**config.mk**
```make
export PLATFORM = sky130hd
export DESIGN_NAME = mem_stage_ctrl
export DESIGN_NICKNAME = d
export VERILOG_FILES = /design/src/rtl/mem_stage_ctrl.sv
export SDC_FILE = /design/constraint.sdc
export NUM_CORES = 1
export LEC_CHECK = 0
export CORE_ASPECT_RATIO = 0.7
export CORE_MARGIN = 2
export CORE_UTILIZATION = 36
export CTS_BUF_LIST = sky130_fd_sc_hd__clkbuf_2
export DETAILED_ROUTE_END_ITERATION = 10
export PLACE_DENSITY = 0.8
export SYNTH_ARGS = -nofsm -noshare
export SYNTH_HDL_FRONTEND = slang
export SYNTH_SLANG_ARGS = --single-unit
```
**constraint.sdc**
```tcl
create_clock -name clk -period 4.1 [get_ports clk]
set_input_delay 0.41 -clock clk [delete_from_list [all_inputs] [get_ports clk]]
set_output_delay 0.41 -clock clk [all_outputs]
set_load 0.02 [all_outputs]
```
**src/rtl/mem_stage_ctrl.sv**
```systemverilog
// rtl/mem_stage_ctrl.sv - memory-stage controller: DMEM/MMIO decode, alignment faults, load/MMIO stall sequencing
// Optional MMIO wait timeout is compiled in when MMIO_TIMEOUT_EN is defined.
module mem_stage_ctrl #(
  parameter int TIMEOUT_CYCLES = 255
) (
  input  logic        clk,
  input  logic        rst,
  input  logic        ex_valid,
  input  logic        ex_load,
  input  logic        ex_store,
  input  logic [1:0]  ex_width,
  input  logic        ex_unsigned,
  input  logic [31:0] ex_addr,
  input  logic [31:0] ex_wdata,
  output logic        dm_rd_en,
  output logic        dm_wrt_en,
  output logic [1:0]  dm_width,
  output logic        dm_unsigned,
  output logic [31:0] dm_addr,
  output logic [31:0] dm_wrt_data,
  input  logic [31:0] dm_rd_data,
  output logic        io_req,
  output logic        io_we,
  output logic [31:0] io_addr,
  output logic [31:0] io_wdata,
  input  logic        io_ack,
  input  logic [31:0] io_rdata,
  output logic        stall,
  output logic        wb_valid,
  output logic [31:0] wb_data,
  output logic        fault,
  output logic [31:0] fault_addr
);

  typedef enum logic [1:0] {S_IDLE, S_DM_RD, S_IO_WAIT} state_t;

  state_t      r_state;
  state_t      w_state_nxt;
  logic        w_is_dmem, w_is_mmio, w_is_half, w_is_word, w_misaligned;
  logic        w_access, w_bad, w_idle, w_accept, w_dm_acc, w_io_acc;
  logic        w_timeout, w_io_done;
  logic        r_io_req, r_io_we, r_wb_valid, r_fault;
  logic [31:0] r_io_addr, r_io_wdata, r_wb_data, r_fault_addr;

  always_comb begin
    w_is_dmem    = (ex_addr[31:15] == 17'h0);
    w_is_mmio    = (ex_addr[31:28] == 4'hF);
    w_is_half    = (ex_width == 2'b01);
    w_is_word    = (ex_width == 2'b00) || (ex_width == 2'b11);
    w_misaligned = (w_is_half && ex_addr[0]) || (w_is_word && (ex_addr[1:0] != 2'b00));
    w_access     = ex_valid && (ex_load || ex_store);
    w_bad        = (ex_load && ex_store) || !(w_is_dmem || w_is_mmio) || w_misaligned ||
                   (w_is_mmio && !w_is_word);
    w_idle       = (r_state == S_IDLE);
    w_accept     = w_idle && w_access && !w_bad;
    w_dm_acc     = w_accept && w_is_dmem;
    w_io_acc     = w_accept && w_is_mmio;
  end

`ifdef MMIO_TIMEOUT_EN
  localparam int CNT_W = ($clog2(TIMEOUT_CYCLES + 1) > 8) ? $clog2(TIMEOUT_CYCLES + 1) : 8;

  logic [CNT_W-1:0] r_to_cnt;

  // Fires in the TIMEOUT_CYCLES-th unacknowledged IO_WAIT cycle.
  assign w_timeout = (r_state == S_IO_WAIT) && !io_ack &&
                     (r_to_cnt == CNT_W'(TIMEOUT_CYCLES - 1));

  always_ff @(posedge clk) begin
    if (rst) begin
      r_to_cnt <= '0;
    end else if (w_io_acc) begin
      r_to_cnt <= '0;
    end else if ((r_state == S_IO_WAIT) && !io_ack) begin
      r_to_cnt <= r_to_cnt + CNT_W'(1);
    end
  end
`else
  logic w_unused_timeout;

  assign w_timeout        = 1'b0;
  assign w_unused_timeout = ^TIMEOUT_CYCLES;
`endif

  assign w_io_done = (r_state == S_IO_WAIT) && (io_ack || w_timeout);

  always_ff @(posedge clk) begin
    if (rst) begin
      r_state <= S_IDLE;
    end else begin
      r_state <= w_state_nxt;
    end
  end

  always_comb begin
    w_state_nxt = r_state;
    case (r_state)
      S_IDLE: begin
        if (w_dm_acc && ex_load) begin
          w_state_nxt = S_DM_RD;
        end else if (w_io_acc) begin
          w_state_nxt = S_IO_WAIT;
        end
      end
      S_DM_RD:   w_state_nxt = S_IDLE;
      S_IO_WAIT: if (w_io_done) w_state_nxt = S_IDLE;
      default:   w_state_nxt = S_IDLE;
    endcase
  end

  assign dm_rd_en    = w_dm_acc && ex_load;
  assign dm_wrt_en   = w_dm_acc && ex_store;
  assign dm_width    = ex_width;
  assign dm_unsigned = ex_unsigned;
  assign dm_addr     = ex_addr;
  assign dm_wrt_data = ex_wdata;

  assign stall = ((r_state == S_IO_WAIT) && !io_ack && !w_timeout) ||
                 (w_dm_acc && ex_load) || w_io_acc;

  always_ff @(posedge clk) begin
    if (rst) begin
      r_io_req     <= 1'b0;
      r_io_we      <= 1'b0;
      r_io_addr    <= 32'h0;
      r_io_wdata   <= 32'h0;
      r_wb_valid   <= 1'b0;
      r_wb_data    <= 32'h0;
      r_fault      <= 1'b0;
      r_fault_addr <= 32'h0;
    end else begin
      r_wb_valid <= 1'b0;
      r_fault    <= 1'b0;
      if (w_io_acc) begin
        r_io_req   <= 1'b1;
        r_io_we    <= ex_store;
        r_io_addr  <= ex_addr;
        r_io_wdata <= ex_wdata;
      end else if (w_io_done) begin
        r_io_req <= 1'b0;
      end
      if (r_state == S_DM_RD) begin
        r_wb_valid <= 1'b1;
        r_wb_data  <= dm_rd_data;
      end else if ((r_state == S_IO_WAIT) && io_ack && !r_io_we) begin
        r_wb_valid <= 1'b1;
        r_wb_data  <= io_rdata;
      end
      // Rejected requests are only recognised while IDLE; held ex_* elsewhere is ignored.
      if (w_idle && w_access && w_bad) begin
        r_fault      <= 1'b1;
        r_fault_addr <= ex_addr;
      end else if (w_timeout) begin
        r_fault      <= 1'b1;
        r_fault_addr <= r_io_addr;
      end
    end
  end

  assign io_req     = r_io_req;
  assign io_we      = r_io_we;
  assign io_addr    = r_io_addr;
  assign io_wdata   = r_io_wdata;
  assign wb_valid   = r_wb_valid;
  assign wb_data    = r_wb_data;
  assign fault      = r_fault;
  assign fault_addr = r_fault_addr;

endmodule
```
; Word level (Yosys, flattened, before mapping)
; Cells that the tools add are included.
[totals]
reg_bits = 134
in_bits = 137
out_inout_bits = 202
elab_cells = 63
[classes]
n_reduce_logical = 36
n_mux = 11
eq_ne = 7
[op_table]
columns = cell, count
row1 = 32-bit two-way mux, 2
row2 = 17-bit logical NOT, 1
row3 = 1-bit logical AND, 15
row4 = 1-bit logical OR, 9
row5 = 2-bit two-way mux, 3
row6 = 2-bit nonzero test, 3
row7 = 1-bit logical NOT, 5
row8 = 1-bit two-way mux, 5
row9 = "2-bit by 1-bit == test with 1-bit output, second input constant", 2
row10 = "2-bit == test, second input constant", 2
row11 = "4-bit == test, second input constant", 1
row12 = 2-bit logical NOT, 2
row13 = 2-bit one-hot mux with 2 select lines, 1
row14 = "3-bit by 2-bit != test with 1-bit output, second input constant", 1
row15 = "2-bit != test, second input constant", 1
row16 = 2-bit AND reduction, 1

; Longest topological paths before layout
; Gate-level depths: netlist (run 1).
[depth]
word_depth = 12
mapped_depth = 8
depth_no_buf = 6

; Least setup slack after synthesis (run 1)
; No wires, ideal clock.
[synth_path]
path_kind = input -> output
startpoint = input port ex_width[1]
endpoint = output port stall
path_stages = 7
arrival_time_ps = 1716
t_required_ps = 3690
path_buffers = 1
path_slack_ps = 1974
cell_sequence = inv_1 ha_1 o21ai_1 nand2_2 buf_1 nor3_1 a211o_1
[synth_between]
elab_chain_cells = 12
word_cells_on_any_way = 18
cone_classes = eq/ne: 2 / reduce/logical: 16
[synth_rtl]
columns = item, line
row1 = from (decl), 11  ; input logic [1:0] ex_width,
row2 = 2-bit == test / 2-bit logical NOT (equally long branches), 49  ; w_is_word = (ex_width == 2'b00) || (ex_width == 2'b11);
row3 = 1-bit logical OR, 49
row4 = 1-bit logical AND, 50  ; w_misaligned = (w_is_half && ex_addr[0]) || (w_is_word && (ex_addr[1:0] != 2'b00));
row5 = 1-bit logical OR, 50
row6 = 1-bit logical OR, 52  ; w_bad = (ex_load && ex_store) || !(w_is_dmem || w_is_mmio) || w_misaligned ||
row7 = 1-bit logical OR *, 52
row8 = 1-bit logical NOT *, 55  ; w_accept = w_idle && w_access && !w_bad;
row9 = 1-bit logical AND *, 55
row10 = 1-bit logical AND, 56  ; w_dm_acc = w_accept && w_is_dmem;
row11 = 1-bit logical AND, 119  ; (w_dm_acc && ex_load) || w_io_acc;
row12 = 1-bit logical OR, 118  ; assign stall = ((r_state == S_IO_WAIT) && !io_ack && !w_timeout) ||
row13 = 1-bit logical OR *, 119
row14 = to (decl), 28  ; output logic stall,
; Mark *: on every way between the ends. The rest lies on a longest branch, timed or not.

; Worst setup path after layout (run 1)
[layout_path]
startpoint = input port ex_width[1]
endpoint = output port dm_wrt_en
[layout_between]
elab_chain_cells = 10
word_cells_on_any_way = 15
cone_classes = eq/ne: 2 / reduce/logical: 13
[layout_rtl]
columns = item, line
row1 = 2-bit == test / 2-bit logical NOT (equally long branches), 49
row2 = 1-bit logical OR, 49
row3 = 1-bit logical AND, 50
row4 = 1-bit logical OR, 50
row5 = 1-bit logical OR, 52
row6 = 1-bit logical OR *, 52
row7 = 1-bit logical NOT *, 55
row8 = 1-bit logical AND *, 55
row9 = 1-bit logical AND *, 56
row10 = 1-bit logical AND *, 112  ; assign dm_wrt_en = w_dm_acc && ex_store;
row11 = to (decl), 16  ; output logic dm_wrt_en,
; Marks and branches as above.

==> out/results.tsv, run 1 <==
stage	metric	value	unit
floorplanning	Chip Height	115	µm
yosys	Synth Warn #	0	
floorplanning	FP Rows	40	
floorplanning	IO Pins	339	
finish	# fillers	1560	
sta	Setup WS post-layout	0.705	ns
route	Via density	5.17	
sta	Sum Neg Setup Slack	0	ns
critical_path	critical-path cell list	clkdlybuf4s50_1, inv_1, ha_1, o21ai_1, nand2_2, nor4_1, buf_4, and2_1, clkdlybuf4s50_1	
route	DRT Pass-1 Iters	5	
global_routing	pin count of the biggest net entering global routing	132	
clock_network	Clock Sink Count	134	
yosys	Post-synth EDFFs	0	
power	power per cell area	285	mW/mm²
global_routing	first-pass GRT wire length	30800	µm
floorplanning	Horiz. Die Dim	162	µm
route	DR vias	6024	
floorplanning	core area	0.0172	mm²
sta	Clock Skews	0.0317	ns
sta	Max Freq	295	MHz
clock_network	clk slew on worst S/H paths	0.22	ns
yosys	Syn Area/Cell	9.13	µm²
clock_network	post_cts resized	0	
placement	input/output buffers	336	
finish	fraction of layout instances using a drive strength above 1	0.0589	
critical_path	CP Launch Type	input pin	
power	Pleak	3.14	nW
yosys	Yosys reg bits	134	
finish	nets	1060	
yosys	Yosys top cell by area	dfxtp_1	
flow_run	max cap viols	0	
yosys	Synth cell types	33	
floorplanning	Die Area	0.0186	mm²
placement	DP HPWL	14500	µm
critical_path	CP Capture Type	primary output	
global_routing	GRT Util Overall	0.211	
critical_path	Worst path max stage delay	0.64	ns
yosys	synth cell count leaders	134 x dfxtp_1, 68 x buf_4, 65 x nand2b_1, 64 x a21oi_1, 64 x mux2i_1	
placement	Routability Congestion	0.766	
route	ANT nets after route	0	
sta	crit path time final	3.39	ns
critical_path	CP top delay family	buffers and inverters	
placement	dpl cells	1134	
placement	dpl ws	0.713	ns
route	post-DR wirelength/cell	17.5	µm
critical_path	CP max stage cell	clkdlybuf4s50_1	
critical_path	Worst Setup Path Type	input pin to primary output	
global_routing	vias in the first global route	5722	
sta	RSZ-0062 raised after global routing	false	
route	final wirelength	20300	µm
sta	Rel. slew slack	0.235	
sta	Tcrit/Tclk final	0.828	
yosys	Post-Syn Instances	691	
yosys	Synth Cell Area	0.00631	mm²
critical_path	CP dominant cell by count	clkdlybuf4s50_1	
critical_path	CP required	3.69	ns
critical_path	worst path bufs/invs	4	
yosys	top-count cell post-synth	dfxtp_1	
yosys	synth top area cells	dfxtp_1 43%, mux2i_1 10%, buf_4 8.1%, o31ai_1 7.0%, nand2b_1 6.4%	
clock_network	later-pin clock latency in the skew report	0.68	ns
yosys	Seq/Total Area, Yosys	0.425	
route	DRT iter0 DRCs	399	
sta	endpoints failing setup	0	
sta	worst-margin pin slew	1.15	ns
critical_path	Worst R2R Setup Slack	1.94	ns
clock_network	Clock Tree Buf Depth	2	
critical_path	Worst Path Arrival	2.98	ns
global_routing	initial antenna violation count	0	
route	DRC Markers	0	
finish	non-filler cells, final	1165	
yosys	Primary FF master, synth	dfxtp_1	
yosys	Synth Net Count	829	
clock_network	H-Tree Level Count	4	
clock_network	CTS root buf	clkbuf_2	
power	Peak VDD IR	0.173	mV
sta	final hold vios	0	
global_routing	GRT overflow	0	
sta	fin. max-slew vios	0	
sta	Fin Hold WS	0.285	ns
status	outcome	finished, final reports clean	
hold_path	worst min path class	input pin to register	
critical_path	crit path max fanout	18	
floorplanning	initial core utilization	0.368	
clock_network	CTS tree	done	
yosys	asr flop ratio synth	0	
clock_network	CTS buffer count	17	
finish	diode count	0	
clock_network	number of hold buffers added after cts	0	
finish	P&R area growth vs syn	51.1	%
clock_network	Setup Buffers After CTS	0	
yosys	top cell type's share of synthesized area	0.425	
finish	Layout Utilization	0.556	
## registers in the layout, indices dropped and copies added, names as in the netlist, 2 cells and up
register,count
wb_data,32
io_wdata,32
io_addr,32
r_state,2
fault_addr,32
## final cells by class
cell class / count / area, µm² / share of cell area
clock buffers: 18 / 90.1 / 0.00944
repair buffers: 351 / 3490 / 0.365
multi-input cells: 413 / 2820 / 0.295
flip-flops and latches: 134 / 2680 / 0.281
well taps: 231 / 289 / 0.0303
clock inverters: 13 / 156 / 0.0164
inverters: 5 / 18.8 / 0.00197
## worst min-delay path, stage by stage
cell	delay, ns
clkdlybuf4s50_1	0.42
nand4_1	0.07
a21oi_1	0.05
## metrics by stage
stage	instance area (µm²)	total power, mW
2_1_floorplan	6310	1.65
6_report	9540	2.72
3_3_place_gp	9290	1.91
5_1_grt	9540	2.85
4_1_cts	9540	2.75
3_5_place_dp	9290	1.91
## worst paths after layout
| check | start | cells past startpoint | endpoint |
|---|---|---|---|
| max reg2reg | r_state[1] | 5 | wb_data[10] |
| min | ex_wdata[22] | 3 | io_wdata[22] |
| min reg2reg | io_addr[30] | 2 | io_addr[30] |
| max | ex_width[1] | 9 | dm_wrt_en |
## logic make-up (layout without fill, tap and decap cells)
kind of cell,Yosys count,count (layout),synth area share
compound gates,163,163,0.170
flops,134,134,0.425
simple gates,185,185,0.169
fa+ha+maj,1,1,0.00198
buf+inv,144,387,0.133
mux,64,64,0.102
## cell usage in the layout (no fill, tap or decap), types with 3 or more instances in the layout
| cell type | n |
|---|---|
| nor2_1 | 34 |
| nor4_1 | 4 |
| clkdlybuf4s50_1 | 335 |
| mux2i_1 | 64 |
| clkbuf_2 | 18 |
| dfxtp_1 | 134 |
| nand4_1 | 60 |
| clkinv_2 | 4 |
| a211oi_1 | 33 |
| buf_4 | 15 |
| o31ai_1 | 59 |
| nor3_1 | 3 |
| a21oi_1 | 64 |
| bufinv_16 | 3 |
| nand2b_1 | 65 |
| inv_1 | 5 |
| nor3b_1 | 3 |
## layer usage
layer / GRT usage / up-vias / wire, µm
li1: - / 2913 / -
met4: 0.0555 / 0 / 269
met1: 0.254 / 2836 / 8500
met2: 0.355 / 256 / 9770
met3: 0.0837 / 19 / 1810
met5: 0 / - / 0
## where the power goes
group	internal [mW]	switching (mW)	leakage, nW
sequential	1.33	0.0124	1.08
clock	0.338	0.499	0.152
combinational	0.262	0.280	1.91
total	1.93	0.791	3.14
(Power assumes the default switching activity.)
==> run 2, diff against run 1 <==
PLACE_DENSITY = 0.83   (was 0.8)
clock period = 3.05 ns   (was 4.1 ns; I/O delays follow)
==> out/results.tsv, run 2 (synthesis results as in run 1) <==
stage	metric	value	unit	change
status	outcome	finished, final reports clean		
sta	crit path time final	2.60	ns	
finish	most frequent cells in the layout	332 x clkdlybuf4s50_1, 134 x dfxtp_1, 65 x nand2b_1, 64 x a21oi_1, 64 x mux2i_1		
power	Peak VDD IR	0.177	mV	+2.2%
critical_path	Worst path max stage delay	0.50	ns	-0.14 ns
critical_path	critical-path cell list	clkdlybuf4s50_1, inv_1, ha_1, o21ai_1, nand2_2, nor4_1, buf_4, and2_1, dlymetal6s2s_1		
global_routing	GRT overflow	0		unchanged
sta	fin. max-slew vios	0		unchanged
route	Via density	5.17		about the same
finish	commonest non-fill, non-tap cell in the layout	clkdlybuf4s50_1		
critical_path	crit path max fanout	4		-14
placement	Placed Area	0.00935	mm²	+0.59%
sta	Max Freq	385	MHz	
global_routing	GRT Util Overall	0.218		+0.00685
route	DRT iter0 DRCs	455		+14%
clock_network	H-Tree Level Count	4		unchanged
critical_path	CP Capture Type	primary output		
route	DRC Markers	0		unchanged
critical_path	worst path bufs/invs	4		unchanged
finish	nets	1064		+0.38%
power	total power	3.58	mW	+32%
critical_path	Worst R2R Setup Slack	1.19	ns	-0.75 ns
sta	Tcrit/Tclk final	0.853		
route	final wirelength	20900	µm	+2.8%
floorplanning	FP Rows	40		unchanged
finish	Layout Utilization	0.559		+0.00292
clock_network	CTS buffer count	17		unchanged
sta	final hold vios	0		unchanged
clock_network	Clock Tree Buf Depth	2		unchanged
route	ANT nets after route	0		unchanged
clock_network	Clock Sink Count	134		unchanged
clock_network	later-pin clock latency in the skew report	0.67	ns	about the same
placement	Routability Congestion	0.782		+2.0%
clock_network	CTS tree	done		
sta	Clock Skews	0.0189	ns	-0.0129 ns
hold_path	hold_sp	rst		
sta	worst-margin pin slew	0.733	ns	-0.414 ns
flow_run	max cap viols	0		unchanged
finish	fraction of layout instances using a drive strength above 1	0.0639		+0.00501
route	DRT Pass-1 Iters	4		-1
floorplanning	initial core utilization	0.368		unchanged
power	power per cell area	373	mW/mm²	+31%
critical_path	Reg-to-Reg Start	r_state[1]		
finish	post-route cell area	0.00959	mm²	+0.52%
critical_path	CP required	2.74	ns	-0.95 ns
route	DR vias	6060		+0.60%
sta	Setup WS post-layout	0.449	ns	-0.256 ns
critical_path	CP max stage cell	clkdlybuf4s50_1		
route	post-DR wirelength/cell	17.8	µm	+2.1%
sta	Rel. slew slack	0.511		+0.276
floorplanning	IO Pins	339		unchanged
global_routing	vias in the first global route	5803		+1.4%
global_routing	pin count of the biggest net entering global routing	72		-45%
floorplanning	Die Area	0.0186	mm²	unchanged
critical_path	Worst Setup Path Type	input pin to primary output		
global_routing	first-pass GRT wire length	31800	µm	+3.2%
floorplanning	Chip Height	115	µm	unchanged
sta	endpoints failing setup	0		unchanged
critical_path	CP top delay family	buffers and inverters		
critical_path	Worst Path Arrival	2.30	ns	-0.68 ns
critical_path	CP Launch Point	ex_width[1]		
sta	RSZ-0062 raised after global routing	false		
power	Pleak	3.20	nW	+1.9%
critical_path	CP Launch Type	input pin		
placement	input/output buffers	336		unchanged
placement	DP HPWL	14600	µm	+0.48%
finish	P&R area growth vs syn	51.9	%	
clock_network	CTS root buf	clkbuf_2		
floorplanning	core area	0.0172	mm²	unchanged
sta	Sum Neg Setup Slack	0	ns	unchanged
floorplanning	Horiz. Die Dim	162	µm	unchanged
placement	dpl ws	0.0546	ns	-0.659 ns
hold_path	worst min path class	input pin to register		
global_routing	initial antenna violation count	1		+1
clock_network	clk slew on worst S/H paths	0.19	ns	-0.03 ns
run 2: changes by cell type in the layout (fill, tap and decap cells not counted), sizes merged, moves of 2 or more:
cell / delta
clkinvlp: +4
dlymetal6s2s: +3
diode: +2
inv: -2
clkdlybuf4s50: -3
buf: +4
run 2: per-layer routing:
layer,share of wire,GRT usage
met5,0,0
met4,0.018,0.0649
met3,0.083,0.0808
met2,0.48,0.363
met1,0.42,0.266
run 2: path summary, 6_finish.rpt:
kind / to / depth (start not counted)
setup / recovery: dm_wrt_en / 9
hold / removal: fault / 2
setup reg to reg: wb_data[3] / 5
hold reg to reg: io_addr[28] / 2
run 2: repair_timing:
action	CTS	global route
hold buffers	0	0
resized for setup	0	3
buffers inserted	0	0
endpoints found under the setup margin	0	3
run 2: layout make-up:
| cell class | count | area [µm²] |
|---|---|---|
| timing repair buffer | 355 | 3550 |
| clock buffer | 19 | 95.1 |
| clock inverter | 13 | 134 |
| multi-input combinational | 413 | 2820 |
| sequential | 134 | 2680 |
| tap | 231 | 289 |
| antenna | 2 | 5.00 |
| fill | 1504 | 7580 |
| inverter | 5 | 18.8 |
run 2: report_power, final:
| part | internal (mW) | total (mW) | leakage, nW | switching (mW) |
|---|---|---|---|---|
| Sequential | 1.79 | 1.80 | 1.08 | 0.0177 |
| Clock | 0.374 | 1.04 | 0.129 | 0.670 |
| Combinational | 0.356 | 0.732 | 1.99 | 0.376 |
| Total | 2.52 | 3.58 | 3.20 | 1.06 |
run 2: through the flow:
| stage | hold slack, ns | std cells |
|---|---|---|
| after floorplan | 0.451 | 691 |
| after global placement | 0.433 | 1138 |
| after detailed placement | 0.435 | 1138 |
| after CTS | 0.0649 | 1170 |
| after global routing | 0.0372 | 1171 |
| final | 0.154 | 1172 |
run 2: worst reg2reg max path: stages (launching register included):
cell and delay, ns:
dfxtp_1 0.49, nand3b_1 0.19, o21bai_4 0.55, buf_12 0.29, nor2_1 0.06, a211oi_1 0.22
